`src/rtl/sprite_mover.sv`:
```
// Sprite mover: clears the screen, draws a ROM sprite at its home position,
// then moves it by STEP pixels per command (erase old, redraw new), clamped
// to the screen. Pixel writes go out on x_out/y_out/colour_out/plot.
module sprite_mover #(
  parameter int          SPRITE_W    = 11,
  parameter int          SPRITE_H    = 10,
  parameter int          STEP        = 5,
  parameter int          X_START     = 73,
  parameter int          Y_START     = 105,
  parameter int          SCREEN_W    = 160,
  parameter int          SCREEN_H    = 120,
  parameter logic [2:0]  KEY_COLOUR  = 3'b111,
  parameter int          HOLD_CYCLES = 4
) (
  input  logic       clk,
  input  logic       reset,
  input  logic       start,
  input  logic       move_left,
  input  logic       move_right,
  input  logic       move_up,
  input  logic       move_down,
  output logic [9:0] rom_addr,
  input  logic [2:0] rom_data,
  output logic [7:0] x_out,
  output logic [6:0] y_out,
  output logic [2:0] colour_out,
  output logic       plot,
  output logic [7:0] pos_x,
  output logic [6:0] pos_y,
  output logic       ready,
  output logic       at_edge
);

  typedef enum logic [2:0] {IDLE, CLEAR, DRAW, READY, ERASE, DRAW_MOVE, HOLD} state_t;

  localparam logic signed [8:0] STEP_S = 9'(STEP);
  localparam logic signed [8:0] X_MAX  = 9'(SCREEN_W - SPRITE_W);
  localparam logic signed [8:0] Y_MAX  = 9'(SCREEN_H - SPRITE_H);

  state_t state, nextState;

  // Scan position; drain is the extra cycle that lets the last pixel
  // (delayed one cycle behind its ROM address) leave before the state changes.
  logic [7:0] col;
  logic [6:0] row;
  logic       drain;
  logic [7:0] holdCnt;
  logic [7:0] tgtX;
  logic [6:0] tgtY;
  logic       outPlot, outRom;

  logic              scanning, spriteScan, lastPix, cmd, blocked;
  logic [7:0]        lastColV;
  logic [6:0]        lastRowV;
  logic signed [8:0] dx, dy, candX, candY, clX, clY;

  // State register.
  always_ff @(posedge clk) begin
    if (!reset) state <= IDLE;
    else        state <= nextState;
  end

  // Scan limits, ROM address, command decode/clamp and next state.
  always_comb begin
    scanning   = state inside {CLEAR, DRAW, ERASE, DRAW_MOVE};
    spriteScan = state inside {DRAW, ERASE, DRAW_MOVE};
    lastColV   = (state == CLEAR) ? 8'(SCREEN_W - 1) : 8'(SPRITE_W - 1);
    lastRowV   = (state == CLEAR) ? 7'(SCREEN_H - 1) : 7'(SPRITE_H - 1);
    lastPix    = (col == lastColV) && (row == lastRowV);
    rom_addr   = (spriteScan && !drain) ? 10'(int'(row) * SPRITE_W + int'(col)) : 10'd0;
    ready      = (state == READY);

    // Opposing pairs cancel; horizontal beats vertical, left beats right.
    dx = 9'sd0;
    dy = 9'sd0;
    if      (move_left  && !move_right) dx = -STEP_S;
    else if (move_right && !move_left)  dx = STEP_S;
    else if (move_up    && !move_down)  dy = -STEP_S;
    else if (move_down  && !move_up)    dy = STEP_S;
    cmd     = (dx != 9'sd0) || (dy != 9'sd0);
    candX   = $signed({1'b0, pos_x}) + dx;
    candY   = $signed({2'b0, pos_y}) + dy;
    clX     = (candX < 9'sd0) ? 9'sd0 : (candX > X_MAX) ? X_MAX : candX;
    clY     = (candY < 9'sd0) ? 9'sd0 : (candY > Y_MAX) ? Y_MAX : candY;
    blocked = (clX == $signed({1'b0, pos_x})) && (clY == $signed({2'b0, pos_y}));

    nextState = state;
    case (state)
      IDLE:      if (start) nextState = CLEAR;
      CLEAR:     if (drain) nextState = DRAW;
      DRAW:      if (drain) nextState = READY;
      READY:     if (cmd && !blocked) nextState = ERASE;
      ERASE:     if (drain) nextState = DRAW_MOVE;
      DRAW_MOVE: if (drain) nextState = HOLD;
      HOLD:      if (holdCnt == 8'(HOLD_CYCLES - 1)) nextState = READY;
      default:   nextState = IDLE;
    endcase
  end

  // Scan counters, pixel output registers, position and hold timer.
  always_ff @(posedge clk) begin
    if (!reset) begin
      col     <= '0;
      row     <= '0;
      drain   <= 1'b0;
      holdCnt <= '0;
      tgtX    <= 8'(X_START);
      tgtY    <= 7'(Y_START);
      pos_x   <= 8'(X_START);
      pos_y   <= 7'(Y_START);
      x_out   <= '0;
      y_out   <= '0;
      outPlot <= 1'b0;
      outRom  <= 1'b0;
      at_edge <= 1'b0;
    end else begin
      outPlot <= 1'b0;
      outRom  <= 1'b0;
      at_edge <= 1'b0;
      if (scanning && !drain) begin
        outPlot <= 1'b1;
        outRom  <= (state == DRAW) || (state == DRAW_MOVE);
        x_out   <= (state == CLEAR) ? col : pos_x + col;
        y_out   <= (state == CLEAR) ? row : pos_y + row;
        if (lastPix) begin
          drain <= 1'b1;
          col   <= '0;
          row   <= '0;
        end else if (col == lastColV) begin
          col <= '0;
          row <= row + 7'd1;
        end else begin
          col <= col + 8'd1;
        end
      end
      if (scanning && drain) drain <= 1'b0;
      if (state == READY && cmd) begin
        if (blocked) at_edge <= 1'b1;
        else begin
          tgtX <= clX[7:0];
          tgtY <= clY[6:0];
        end
      end
      if (state == ERASE && drain) begin
        pos_x <= tgtX;
        pos_y <= tgtY;
      end
      holdCnt <= (state == HOLD) ? holdCnt + 8'd1 : 8'd0;
    end
  end

  // ROM colour arrives in the same cycle as the registered coordinates;
  // transparent sprite pixels suppress the write, erase/clear never do.
  assign plot       = outPlot && !(outRom && rom_data == KEY_COLOUR);
  assign colour_out = outRom ? rom_data : 3'd0;

endmodule

```
`config.mk`:
```
export PLATFORM = sky130hd
export DESIGN_NAME = sprite_mover
export DESIGN_NICKNAME = d
export VERILOG_FILES = /design/src/rtl/sprite_mover.sv
export SDC_FILE = /design/constraint.sdc
export NUM_CORES = 1
export LEC_CHECK = 0
export CORE_MARGIN = 8
export CORE_UTILIZATION = 30
export CTS_CLUSTER_DIAMETER = 30
export DETAILED_ROUTE_END_ITERATION = 12
export PLACE_DENSITY = 0.46
export SLEW_MARGIN = 30
export SYNTH_ARGS = -nofsm -noshare
export SYNTH_HDL_FRONTEND = slang
export SYNTH_SLANG_ARGS = --single-unit
```
`constraint.sdc`:
```
create_clock -name clk -period 6.8 [get_ports clk]
set_input_delay 1.36 -clock clk [delete_from_list [all_inputs] [get_ports clk]]
set_output_delay 1.36 -clock clk [all_outputs]
set_load 0.01 [all_outputs]
```
# After elaboration in Yosys (flattened, before gate mapping)
# Cells that the tools add are included.
classes:
  mul: 1
  n_reduce_logical: 37
  n_lt_le_gt_ge: 4
  bitwise: 2
  n_eq_ne: 19
  muxes: 30
  addsub: 8
ops:
  columns: ["operator", "count"]
  rows:
  - ["$mux 9", 8]
  - ["$mux 8", 4]
  - ["$mux 3", 10]
  - ["$mux 7", 4]
  - ["$pmux 3 s7", 1]
  - ["$lt 9x1->1 const B", 2]
  - ["$reduce_bool 9->1", 2]
  - ["$add 8x1->8 const B", 2]
  - ["$logic_and 1x1->1", 14]
  - ["$eq 3x3->1 const B", 4]
  - ["$ne 2x2->1 const B", 6]
  - ["$reduce_and 2->1", 6]
  - ["$add 10x8->10", 1]
  - ["$mul 7x4->10 const B", 1]
  - ["$mux 10", 1]
  - ["$add 8x9->9", 1]
  - ["$add 9x9->9", 1]
  - ["$eq 9x8->1", 1]
  - ["$eq 9x9->1", 1]
  - ["$gt 9x8->1 const B", 1]
  - ["$gt 9x9->1 const B", 1]
  - ["$add 8x8->8", 1]
  - ["$eq 8x2->1 const B", 1]
  - ["$eq 8x8->1", 1]
  - ["16 further kinds", 26]
word_totals:
  word_cells: 115
  register_bits: 75

# Logic depth before layout (Yosys ltp)
# Gate-level depths: netlist (run 1).
logic_depth:
  ltp_word: 16
  mapped_depth: 18
  ltp_nobuf: 16

# Worst setup path after synthesis (run 1)
# No wires, ideal clock.
synth_timing:
  path_kind: "input port to flip-flop"
  startpoint: "input move_right"
  endpoint: "register tgtX[0]"
  setup_time_ns: 0.132
  t_arrival_ns: 5.032
  path_slack_ns: 1.636
  n_path_buf: 1
  cell_stages: 16
  required_ns: 6.668
  path_cell_list: "inv_1 ha_1 nor3b_2 xnor2_1 ha_1 o21a_1 nor2_1 a31oi_2 xnor2_2 a2111oi_0 or4_1 a2111o_1 or4_1 buf_2 a21oi_2 o21ai_1"
synth_between:
  elab_chain_len: 11
  word_cells_on_any_way: 26
  classes_between: "add/sub: 2; order compare: 4; eq/ne: 2; mux: 8; bitwise: 1; reduce/logical: 9"
synth_rtl:
  columns: ["item", "line", "source"]
  rows:
  - ["from (decl)", "19", "input logic move_right,"]
  - ["$logic_and 1x1->1 / $logic_not 1->1 (equally long branches)", "77, 76", null]
  - ["$mux 3, or another cell as far along", "77", "else if (move_right && !move_left) dx = STEP_S;"]
  - ["$mux 9", "76", "if (move_left && !move_right) dx = -STEP_S;"]
  - ["$add 9x9->9 / $add 8x9->9 (equally long branches)", "81, 82", null]
  - ["$gt 9x9->1 / $gt 9x8->1 (equally long branches)", "83, 84", null]
  - ["$mux 9 (on tied branches) (2 in series)", "83, 84", null]
  - ["$eq 9x9->1 / $eq 9x8->1 (equally long branches)", "85", "blocked = (clX == $signed({1'b0, pos_x})) && (clY == $signed({2'b0, pos_y}));"]
  - ["$logic_and 1x1->1", "85", null]
  - ["$not 1->1 (no source line)", null, null]
  - ["$reduce_and 2->1 (no source line)", null, null]
  - ["to (signal assigned)", "107", "tgtX <= 8'(X_START);"]
  - ["to (signal assigned)", "140", "tgtX <= clX[7:0];"]
  - ["to (decl)", "48", "logic [7:0] tgtX;"]
# Parallel ways exist; a longest one is shown, timed or not.
# A chain may end at the register's enable or synchronous reset.

# Worst setup path in the final report (run 1)
# Same ends and word-level chain as after synthesis.

==> impl_results.md, run 1 <==
- Number of buffers added by the clock tree synthesis step: 9
- Effective utilization at floorplan: 30.2%
- Summed instance area of the synthesized netlist: 5820 um2
- Setup repair after global routing missed its margin: false
- Avg Inst Size Synth: 7.89 um2
- Fin Setup TNS: 0 ns
- Die area: 24100 um2
- Cell at the root of the clock tree: sky130_fd_sc_hd__clkbuf_16
- Total detailed-routing wirelength: 16300 um
- Most common flop cell mapped by yosys: sky130_fd_sc_hd__dfxtp_1
- Std-Cell Core Area: 19300 um2
- Synth cell types: 74
- Power density over the cells: 159 nW/um2
- Setup clock skew after layout: 0.00923 ns
- Area fraction of the dominant cell type after synthesis: 25.8%
- Wire length of the first global-routing pass: 27000 um
- Endpoints failing hold: 0
- Routed via count: 5310
- Clock tree from TritonCTS: yes
- Total nets after synthesis: 812
- Post-DP HPWL: 12500 um
- Yosys Warn Count: 0
- First-pass detailed-route iteration total: 5
- Slew headroom: 45.1%
- Maximum level of the CTS H-tree: 3
- Post-synth ARST share: 0%
- Share of the yosys chip area belonging to registers: 25.8%
- Number of core rows: 51
- Final period demand of the worst path: 5.84 ns
- Top area cells in the synthesized netlist: sky130_fd_sc_hd__dfxtp_1 26%, sky130_fd_sc_hd__ha_1 11%, sky130_fd_sc_hd__xnor2_1 5.0%
- Via count of the first global-routing pass: 5107
- Instance count of the mapped netlist: 738
- Number of storage elements in the synthesis netlist: 75
- Cell taking the most area after synthesis: sky130_fd_sc_hd__dfxtp_1
- Maximum ir drop on the vdd rail: 0.000120 V
- Most used standard cells in the synthesized netlist: 75 x sky130_fd_sc_hd__dfxtp_1, 75 x sky130_fd_sc_hd__nand2_1, 72 x sky130_fd_sc_hd__nor2_1
- Final-report setup violation count: 0
- Worst-Margin Slew: 0.821 ns
- Initial detailed-routing violation count: 399
- Setup CP Type: in -> reg
- Kind of end point of the critical path: flop
- Count of flip-flops with a built-in enable after synthesis: 0
- Number of antenna violations at the first check in global routing: 0
- Final Max Tran Viols: 0
- CTS Hold Buffers Added: 0
- Startpoint kind of the worst setup timing path: input port
- Number of violations of the max-capacitance limit: 0
- Count of clock tree sinks: 75
- Chip height: 155 um
- Count of unresolved DRC violations after routing: 0
- Cells resized by post-CTS repair: 0
- Total congestion overflow: 0
- Maximum number of pins on one net before global-route repair: 27
- Count of port buffers added during placement: 55
- Ant diodes: 0
- Routed len/inst: 15.7 um
- Total track usage: 13.9%
- Antenna Nets Post-Route: 0
- Overall power after layout: 1.09 mW
- Buffers from clock root to sink, at most: 2
- Status: completed
- Highest fanout seen on the critical path: 13
- Share of the clock period used by the worst path: 85.9%
- Net count, final: 846
- Area growth from synthesis to final layout: 18.5%
- Worst skew pair latency: 0.34 ns
- FILL cells: 2066
- Proportion of layout cells with a drive suffix above 1: 5.66%
- Critical path data arrival time: 6.05 ns
- Type of the tightest min-delay check: reg -> reg
- Die Span X: 155 um
- Critical Path RT: 7.01 ns
- Placer congestion estimate: 0.878
- Achievable frequency: 0.171 GHz
- Clock transition at the register clock pins on the worst setup and hold paths after CTS: 0.06 ns
- Detailed-route vias per instance: 5.10
- Reported leakage power: 2.73 nW
- I/O pin cnt: 56
- Post-CTS repair timing setup buffer count: 0
where the power goes:
part           total, mW  leakage (nW)  internal [mW]  switching, mW
clock              0.493         0.156          0.305          0.187
sequential         0.456         0.607          0.448        0.00814
combinational      0.145          1.97         0.0606         0.0846
total               1.09          2.73          0.814          0.280
per-stage QoR:
stage	hold slack, ns	cell area (um2)	instances	utilization, %	setup slack, ns
3_5_place_dp	0.445	6580	1026	34.1	0.666
4_1_cts	0.451	6890	1042	35.8	1.02
3_3_place_gp	0.442	6580	1026	34.1	0.738
5_1_grt	0.473	6900	1042	35.8	0.613
6_report	0.449	6900	1042	35.8	0.956
2_1_floorplan	0.428	5820	738	-	1.64
flip-flops by register name, summed over array words and instances (netlist names):
name,count
at_edge,1
col,8
drain,1
holdCnt,8
outPlot,1
outRom,1
pos_x,8
pos_y,7
row,7
state,3
tgtX,8
tgtY,7
x_out,8
y_out,7
kinds of logic after synthesis:
family | Yosys count | share of synthesized area (%)
XOR/XNOR | 52 | 8.08
AO/OA/AOI/OAI | 174 | 19.5
adder cells (fa/ha/maj) | 65 | 15.6
buffers and inverters | 97 | 6.66
AND/OR/NAND/NOR | 271 | 23.6
flip-flops | 75 | 25.8
multiplexers | 4 | 0.709
final cells by class:
| class | instances | area (um2) | area share [%] |
|---|---|---|---|
| Clock buffer | 11 | 253 | 3.66 |
| Clock inverter | 5 | 57.6 | 0.835 |
| Inverter | 60 | 225 | 3.27 |
| Multi-Input combinational cell | 566 | 3940 | 57.1 |
| Sequential cell | 75 | 1500 | 21.8 |
| Tap cell | 265 | 332 | 4.81 |
| Timing Repair Buffer | 60 | 588 | 8.53 |
final timing paths:
path / startpoint / end / slack (ns) / cells past startpoint
setup / recovery: move_right / tgtX[0]$_SDFFE_PN1P_ / 0.96 / 16
hold / removal: tgtY[4]$_SDFFE_PN0P_ / pos_y[4]$_SDFFE_PN0P_ / 0.45 / 2
setup reg to reg: pos_y[1]$_SDFFE_PN0P_ / tgtX[0]$_SDFFE_PN1P_ / 2.47 / 13
hold reg to reg: tgtY[4]$_SDFFE_PN0P_ / pos_y[4]$_SDFFE_PN0P_ / 0.45 / 2
critical path, cell delays in order:
cell and delay [ns]:
sky130_fd_sc_hd__clkdlybuf4s50_1 0.48, sky130_fd_sc_hd__inv_1 0.05, sky130_fd_sc_hd__ha_1 0.34, sky130_fd_sc_hd__nor3b_2 0.62, sky130_fd_sc_hd__xnor2_1 0.13, sky130_fd_sc_hd__ha_1 0.25
sky130_fd_sc_hd__o21a_1 0.25, sky130_fd_sc_hd__nor2_1 0.17, sky130_fd_sc_hd__a31oi_2 0.15, sky130_fd_sc_hd__xnor2_2 0.29, sky130_fd_sc_hd__a2111oi_0 0.16, sky130_fd_sc_hd__or4_1 0.52
sky130_fd_sc_hd__a2111o_1 0.33, sky130_fd_sc_hd__or4_1 0.69, sky130_fd_sc_hd__a21oi_2 0.19, sky130_fd_sc_hd__o21ai_1 0.07
cells in the final DEF (no fill, tap or decap), drive strengths merged, types with 13 or more instances in the layout:
| cell type | instances |
|---|---|
| clkdlybuf4s50 | 55 |
| fa | 13 |
| ha | 51 |
| nor2 | 73 |
| nor3 | 19 |
| xor2 | 17 |
| o21ai | 36 |
| inv | 61 |
| a21oi | 53 |
| xnor2 | 35 |
| nand3 | 28 |
| dfxtp | 75 |
| nand2 | 75 |
layer usage:
| metal | global-route usage, % | vias to the layer above | wire (um) |
|---|---|---|---|
| li1 | - | 2665 | - |
| met1 | 18.1 | 2512 | 7950 |
| met2 | 22.5 | 111 | 7400 |
| met3 | 2.83 | 22 | 694 |
| met4 | 4.30 | 0 | 271 |
| met5 | 0 | - | 0 |
(Power assumes the default switching activity.)
==> inputs of run 2 (changes only) <==
--- a/config.mk
+++ b/config.mk
@@ -5,11 +5,14 @@
 export SDC_FILE = /design/constraint.sdc
 export NUM_CORES = 1
 export LEC_CHECK = 0
+export CAP_MARGIN = 10
 export CORE_MARGIN = 8
 export CORE_UTILIZATION = 30
 export CTS_CLUSTER_DIAMETER = 30
 export DETAILED_ROUTE_END_ITERATION = 12
-export PLACE_DENSITY = 0.46
+export DONT_BUFFER_PORTS = 1
+export PLACE_DENSITY = 0.43
+export RECOVER_POWER = 100
 export SLEW_MARGIN = 30
 export SYNTH_ARGS = -nofsm -noshare
 export SYNTH_HDL_FRONTEND = slang
==> run 2 against run 1 <==
Against the previous run: the flow now finishes with violations (capacitance limit, slew limit); combinational power down 19%; via count down 4.4%; power up 1.2%; critical path depth down 1; clock-buffer cell count up 1; die area unchanged; global-route usage about the same; hold slack better by 0.0046 ns; sequential power up 1%; critical endpoint is now tgtX[7]$_SDFFE_PN0P_.
==> impl_results.md, run 2 (synthesis gave the netlist of run 1 again) <==
- Worst skew pair latency: 0.34 ns (about the same)
- Comb pwr share: 10.6% (-2.7 points)
- Slew headroom: -19.4% (-65 points)
- Maximum single-stage delay on the critical path: 0.97 ns (+0.28 ns)
- Endpoints failing hold: 0 (unchanged)
- Total track usage: 13.8% (-0.037 points)
- Final period demand of the worst path: 5.68 ns (-0.164 ns)
- Count of port buffers added during placement: 0 (-100%)
- Clock tree from TritonCTS: yes
- First-pass detailed-route iteration total: 5 (unchanged)
- Total congestion overflow: 0 (unchanged)
- Kind of end point of the critical path: flop
- Final non-filler cell area: 6330 um2 (-8.3%)
- Reported leakage power: 2.52 nW (-7.8%)
- Number of buffers added by the clock tree synthesis step: 9 (unchanged)
- Chip height: 155 um (unchanged)
- Cell at the root of the clock tree: sky130_fd_sc_hd__clkbuf_16
- Fraction of power consumed by the clock network: 47.7% (+2.7 points)
- Placed Area: 6020 um2 (-8.5%)
- Std-Cell Core Area: 19300 um2 (unchanged)
- I/O pin cnt: 56 (unchanged)
- Startpoint kind of the worst setup timing path: input port
- Proportion of layout cells with a drive suffix above 1: 4.99% (-0.67 points)
- Final-report setup violation count: 0 (unchanged)
- Count of clock tree sinks: 75 (unchanged)
- Final worst setup slack: 1.12 ns (+0.164 ns)
- Buffers from clock root to sink, at most: 2 (unchanged)
- Wire length of the first global-routing pass: 26500 um (-1.9%)
- Placer congestion estimate: 0.799 (-9.0%)
- Highest fanout seen on the critical path: 13 (unchanged)
- Ant diodes: 0 (unchanged)
- Maximum ir drop on the vdd rail: 0.000114 V (-4.8%)
- Detailed-route vias per instance: 5.15 (+1.0%)
- Cells resized by post-CTS repair: 0 (unchanged)
- Count of unresolved DRC violations after routing: 0 (unchanged)
- Power density over the cells: 175 nW/um2 (+10%)
- Initial detailed-routing violation count: 349 (-13%)
- Fin Setup TNS: 0 ns (unchanged)
- Worst path slowest cell: sky130_fd_sc_hd__nor3b_1
- Worst slack on hold paths: 0.454 ns (+0.00459 ns)
- Area growth from synthesis to final layout: 8.71%
- Maximum number of pins on one net before global-route repair: 36 (+33%)
- Switching power: 0.275 mW (-2.0%)
- Status: finished, violations left
- Share of the clock period used by the worst path: 83.5% (-2.4 points)
- Critical path, cell by cell: inv_1 -> ha_1 -> nor3b_1 -> xnor2_1 -> ha_1 -> o21a_1 -> nor2_1 -> a31oi_2 -> xnor2_2 -> a2111oi_0 -> or4_1 -> a2111o_1 -> or4_1 -> nand4_1 -> a21oi_1
- Final Max Tran Viols: 36 (+36)
- Post-DP HPWL: 12600 um (+1.2%)
- Routed len/inst: 16.8 um (+7.3%)
- FILL cells: 2084 (+0.87%)
- Number of core rows: 51 (unchanged)
- Register share of total power: 41.7% (about the same)
- Setup clock skew after layout: 0.00585 ns (-0.00338 ns)
- Switching portion of total power: 24.8% (-0.80 points)
- Most used cells in the layout excluding fill and tap cells: 75 x sky130_fd_sc_hd__nand2_1, 75 x sky130_fd_sc_hd__dfxtp_1, 71 x sky130_fd_sc_hd__nor2_1, 59 x sky130_fd_sc_hd__inv_1, 53 x sky130_fd_sc_hd__a21oi_1
- Setup CP Type: in -> reg
- Die Span X: 155 um (unchanged)
- Slack of the worst reg-to-reg path: 2.33 ns (-0.14 ns)
- Type of the tightest min-delay check: reg -> reg
- Effective utilization at floorplan: 30.2% (unchanged)
- Clock transition at the register clock pins on the worst setup and hold paths after CTS: 0.06 ns (about the same)
- Setup repair after global routing missed its margin: false
- Violated checks: capacitance limit, slew limit
- Net count, final: 790 (-6.6%)
- Internal power summed over all cells: 0.833 mW (+2.3%)
- CTS Hold Buffers Added: 0 (unchanged)
- Via count of the first global-routing pass: 4944 (-3.2%)
- Post-CTS repair timing setup buffer count: 0 (unchanged)
- Achievable frequency: 0.176 GHz (+2.9%)
- Number of violations of the max-capacitance limit: 1 (+1)
- Maximum level of the CTS H-tree: 3 (unchanged)
- Routed via count: 5077 (-4.4%)
- Number of antenna violations at the first check in global routing: 0 (unchanged)
- Die area: 24100 um2 (unchanged)
- Antenna Nets Post-Route: 0 (unchanged)
- Critical path data arrival time: 5.82 ns (-0.23 ns)
- Post-Place Worst Slack: 1.18 ns (+0.510 ns)
- Worst-Margin Slew: 1.79 ns (+0.970 ns)
- Total detailed-routing wirelength: 16600 um (+1.5%)
- Critical Path RT: 6.94 ns (-0.07 ns)
[run 2: cell types whose count changed in the layout (fill, tap and decap cells not counted), sizes merged, moves of 2 or more]
| cell | change |
|---|---|
| buf | -2 |
| clkbuf | +2 |
| clkdlybuf4s50 | -55 |
| inv | -2 |
[run 2: critical path, delay by kind of cell]
kind / cells / cell delay, ns
adder cells (fa/ha/maj): 2 / 0.61
XOR/XNOR: 2 / 0.42
AND/OR/NAND/NOR: 5 / 2.47
AO/OA/AOI/OAI: 5 / 0.93
buffers and inverters: 1 / 0.02
[run 2: per-layer routing]
layer	wire (um)	part of all wire, %	track usage (%)	up-vias
met5	0	0	0	-
met4	271	1.6	3.56	0
met2	7620	46	22.6	96
met1	7630	46	17.1	2395
li1	-	-	-	2568
met3	1030	6.2	4.60	18
[run 2: per-stage QoR]
| step | power [mW] | util, % | cells |
|---|---|---|---|
| after global routing | 1.16 | 32.8 | 986 |
| after detailed placement | 0.590 | 31.2 | 970 |
| after floorplan | 0.561 | - | 738 |
| final | 1.11 | 32.8 | 986 |
| after CTS | 1.12 | 33.0 | 986 |
| after global placement | 0.589 | 31.2 | 970 |
[run 2: power groups by stage]
| stage | Clock, mW | Combinational [mW] | Sequential [mW] |
|---|---|---|---|
| floorplan | 0 | 0.0956 | 0.465 |
| global placement | 0 | 0.117 | 0.472 |
| detailed placement | 0 | 0.118 | 0.472 |
| CTS | 0.541 | 0.118 | 0.462 |
| global route | 0.561 | 0.132 | 0.463 |
| finish | 0.528 | 0.118 | 0.462 |
[run 2: area by class of cell]
class                      instances  area, um2  area share (%)
tap                              265        332            5.24
inverter                          60        225            3.56
sequential                        75       1500            23.7
clock inverter                     4       72.6            1.15
clock buffer                      12        256            4.05
multi-input combinational        566       3910            61.9
timing repair buffer               4       26.3           0.415
[run 2: worst paths after layout]
| path | startpoint | endpoint | cells after the start |
|---|---|---|---|
| worst min-delay path | tgtX[2]$_SDFFE_PN0P_ | pos_x[2]$_SDFFE_PN0P_ | 2 |
| worst max-delay path | move_right | tgtX[7]$_SDFFE_PN0P_ | 15 |
| worst max register to register | pos_y[1]$_SDFFE_PN0P_ | tgtX[7]$_SDFFE_PN0P_ | 13 |
| worst min register to register | tgtX[2]$_SDFFE_PN0P_ | pos_x[2]$_SDFFE_PN0P_ | 2 |
==> inputs of run 3 (changes only) <==
--- a/config.mk
+++ b/config.mk
@@ -11,7 +11,7 @@
 export CTS_CLUSTER_DIAMETER = 30
 export DETAILED_ROUTE_END_ITERATION = 12
 export DONT_BUFFER_PORTS = 1
-export PLACE_DENSITY = 0.43
+export PLACE_DENSITY = 0.44
 export RECOVER_POWER = 100
 export SLEW_MARGIN = 30
 export SYNTH_ARGS = -nofsm -noshare
==> constraint.sdc (replaced) <==
create_clock -name clk -period 5.1 [get_ports clk]
set_input_delay 1.02 -clock clk [delete_from_list [all_inputs] [get_ports clk]]
set_output_delay 1.02 -clock clk [all_outputs]
set_load 0.01 [all_outputs]
==> run 3 against run 2 <==
Against the previous run: the run now ends clean; via count grew 0.69%; sequential cell count is the same; power grew 31%; clock power grew 29%; clock-buffer cell count shrank 2; combinational power grew 32%; non-clock buffer count grew 16; design area grew 1.4%; hold slack lost 0.0014 ns; critical path type is now reg -> out.
==> impl_results.md, run 3 (synthesis gave the netlist of run 1 again) <==
- Cell at the root of the clock tree: sky130_fd_sc_hd__clkbuf_16
- Setup CP Type: reg -> out
- Setup clock skew after layout: 0.00502 ns (-0.000833 ns)
- Amount of wire on met2 after detailed routing: 7690 um (+0.93%)
- I/O pin cnt: 56 (unchanged)
- Ant diodes: 0 (unchanged)
- Highest fanout seen on the critical path: 9 (-4)
- FILL cells: 2072 (-0.58%)
- Type of the tightest min-delay check: reg -> reg
- Maximum level of the CTS H-tree: 3 (unchanged)
- Critical path data arrival time: 3.73 ns (-2.09 ns)
- Endpoints failing hold: 0 (unchanged)
- Kind of end point of the critical path: primary output
- Area growth from synthesis to final layout: 10.3%
- Initial detailed-routing violation count: 390 (+12%)
- Power density over the cells: 226 nW/um2 (+29%)
- Highest metal layer with signal wires: met4
- Critical Path RT: 4.08 ns (-2.86 ns)
- Antenna Nets Post-Route: 0 (unchanged)
- Number of core rows: 51 (unchanged)
- Length of routed wiring on met1: 7730 um (+1.3%)
- CTS Hold Buffers Added: 0 (unchanged)
- Worst skew pair latency: 0.34 ns (about the same)
- Total congestion overflow: 0 (unchanged)
- Final Max Tran Viols: 0 (-100%)
- Total detailed-routing wirelength: 16600 um (about the same)
- Status: completed
- Maximum ir drop on the vdd rail: 0.000162 V (+42%)
- Achievable frequency: 0.211 GHz
- Net count, final: 806 (+2.0%)
- FF-to-FF path depth: 12 (-1)
- Final-report setup violation count: 0 (unchanged)
- Share of the clock period used by the worst path: 93.1%
- Worst slack on hold paths: 0.452 ns (-0.00143 ns)
- Chip height: 155 um (unchanged)
- Proportion of layout cells with a drive suffix above 1: 6.38% (+1.4 points)
- Final period demand of the worst path: 4.75 ns
- Detailed-routed wire length on met3: 922 um (-11%)
- Post-CTS repair timing setup buffer count: 0 (unchanged)
- Cells resized by post-CTS repair: 0 (unchanged)
- Number of violations of the max-capacitance limit: 0 (-1)
- Slew headroom: 15.9% (+35 points)
- Total track usage: 14.2% (+0.35 points)
- Startpoint kind of the worst setup timing path: flop
- Post-DP HPWL: 12800 um (+1.0%)
- Count of clock tree sinks: 75 (unchanged)
- Number of buffers added by the clock tree synthesis step: 9 (unchanged)
- Effective utilization at floorplan: 30.2% (unchanged)
- Fin Setup TNS: 0 ns (unchanged)
- Std-Cell Core Area: 19300 um2 (unchanged)
- Buffers from clock root to sink, at most: 2 (unchanged)
- Detailed-route vias per instance: 5.10 (-0.92%)
- Reported leakage power: 2.57 nW (+2.0%)
- Via count of the first global-routing pass: 4971 (+0.55%)
- Routed via count: 5112 (+0.69%)
- Placer congestion estimate: 0.867 (+8.5%)
- Setup repair after global routing missed its margin: false
- Count of port buffers added during placement: 0 (unchanged)
- Most used cells in the layout excluding fill and tap cells: 75 x sky130_fd_sc_hd__nand2_1, 75 x sky130_fd_sc_hd__dfxtp_1, 72 x sky130_fd_sc_hd__nor2_1, 59 x sky130_fd_sc_hd__inv_1, 52 x sky130_fd_sc_hd__a21oi_1
- Number of antenna violations at the first check in global routing: 0 (unchanged)
- Clock transition at the register clock pins on the worst setup and hold paths after CTS: 0.06 ns (about the same)
- Routed len/inst: 16.5 um (-1.5%)
- Die area: 24100 um2 (unchanged)
- Die Span X: 155 um (unchanged)
- Count of unresolved DRC violations after routing: 0 (unchanged)
- First-pass detailed-route iteration total: 5 (unchanged)
- Wire length of the first global-routing pass: 27300 um (+3.3%)
- Worst-Margin Slew: 1.26 ns (-0.535 ns)
- Clock tree from TritonCTS: yes
- Maximum number of pins on one net before global-route repair: 36 (unchanged)
- Number of stages on the worst hold path: 2 (unchanged)
run 3: critical path, stage by stage (launching register included):
cell and delay (ns):
sky130_fd_sc_hd__dfxtp_1 0.55, sky130_fd_sc_hd__ha_1 0.30, sky130_fd_sc_hd__inv_1 0.08, sky130_fd_sc_hd__fa_1 0.44, sky130_fd_sc_hd__fa_1 0.52, sky130_fd_sc_hd__inv_1 0.04
sky130_fd_sc_hd__ha_1 0.32, sky130_fd_sc_hd__o21ai_0 0.09, sky130_fd_sc_hd__nand2b_1 0.11, sky130_fd_sc_hd__a21oi_1 0.17, sky130_fd_sc_hd__o21bai_1 0.12, sky130_fd_sc_hd__a21o_1 0.19
sky130_fd_sc_hd__a21oi_1 0.17, sky130_fd_sc_hd__xnor2_1 0.09, sky130_fd_sc_hd__nor2_1 0.19
run 3: final timing paths:
kind	startpoint	endpoint	slack, ns
worst max-delay path	row[1]$_SDFFE_PN0P_	rom_addr[9]	0.35
worst min-delay path	tgtX[7]$_SDFFE_PN0P_	pos_x[7]$_SDFFE_PN0P_	0.45
worst max register to register	pos_x[1]$_SDFFE_PN0P_	tgtX[0]$_SDFFE_PN1P_	1.02
worst min register to register	tgtX[7]$_SDFFE_PN0P_	pos_x[7]$_SDFFE_PN0P_	0.45
run 3: cell type report:
cell class              count  area [um2]  area share [%]
clock inverters             6        88.8            1.38
flip-flops and latches     75        1500            23.4
well taps                 265         332            5.17
inverters                  60         225            3.51
repair buffers             20         123            1.91
clock buffers              10         229            3.57
multi-input cells         566        3920            61.1
run 3: per-stage QoR:
step                      utilization (%)  worst slack [ns]  instance area, um2  std cells  total power [mW]
after floorplan                         -             0.276                5820        738             0.748
after global placement               31.9             0.250                6140        986             0.787
after detailed placement             31.9             0.155                6140        986             0.787
after CTS                            33.5             0.324                6460       1002              1.48
after global routing                 33.3            0.0518                6420       1002              1.52
final                                33.3             0.353                6420       1002              1.45
run 3: report_power, final:
| group | total (mW) | internal (mW) | switching, mW | leakage, nW |
|---|---|---|---|---|
| logic | 0.156 | 0.0598 | 0.0967 | 1.81 |
| clock network | 0.681 | 0.429 | 0.252 | 0.149 |
| registers | 0.615 | 0.597 | 0.0179 | 0.607 |
| total | 1.45 | 1.09 | 0.367 | 2.57 |
run 3: metal layers:
layer / up-vias / GRT usage [%]
met4: 0 / 3.56
li1: 2588 / -
met2: 82 / 23.5
met3: 18 / 3.83
met5: - / 0
met1: 2424 / 17.8
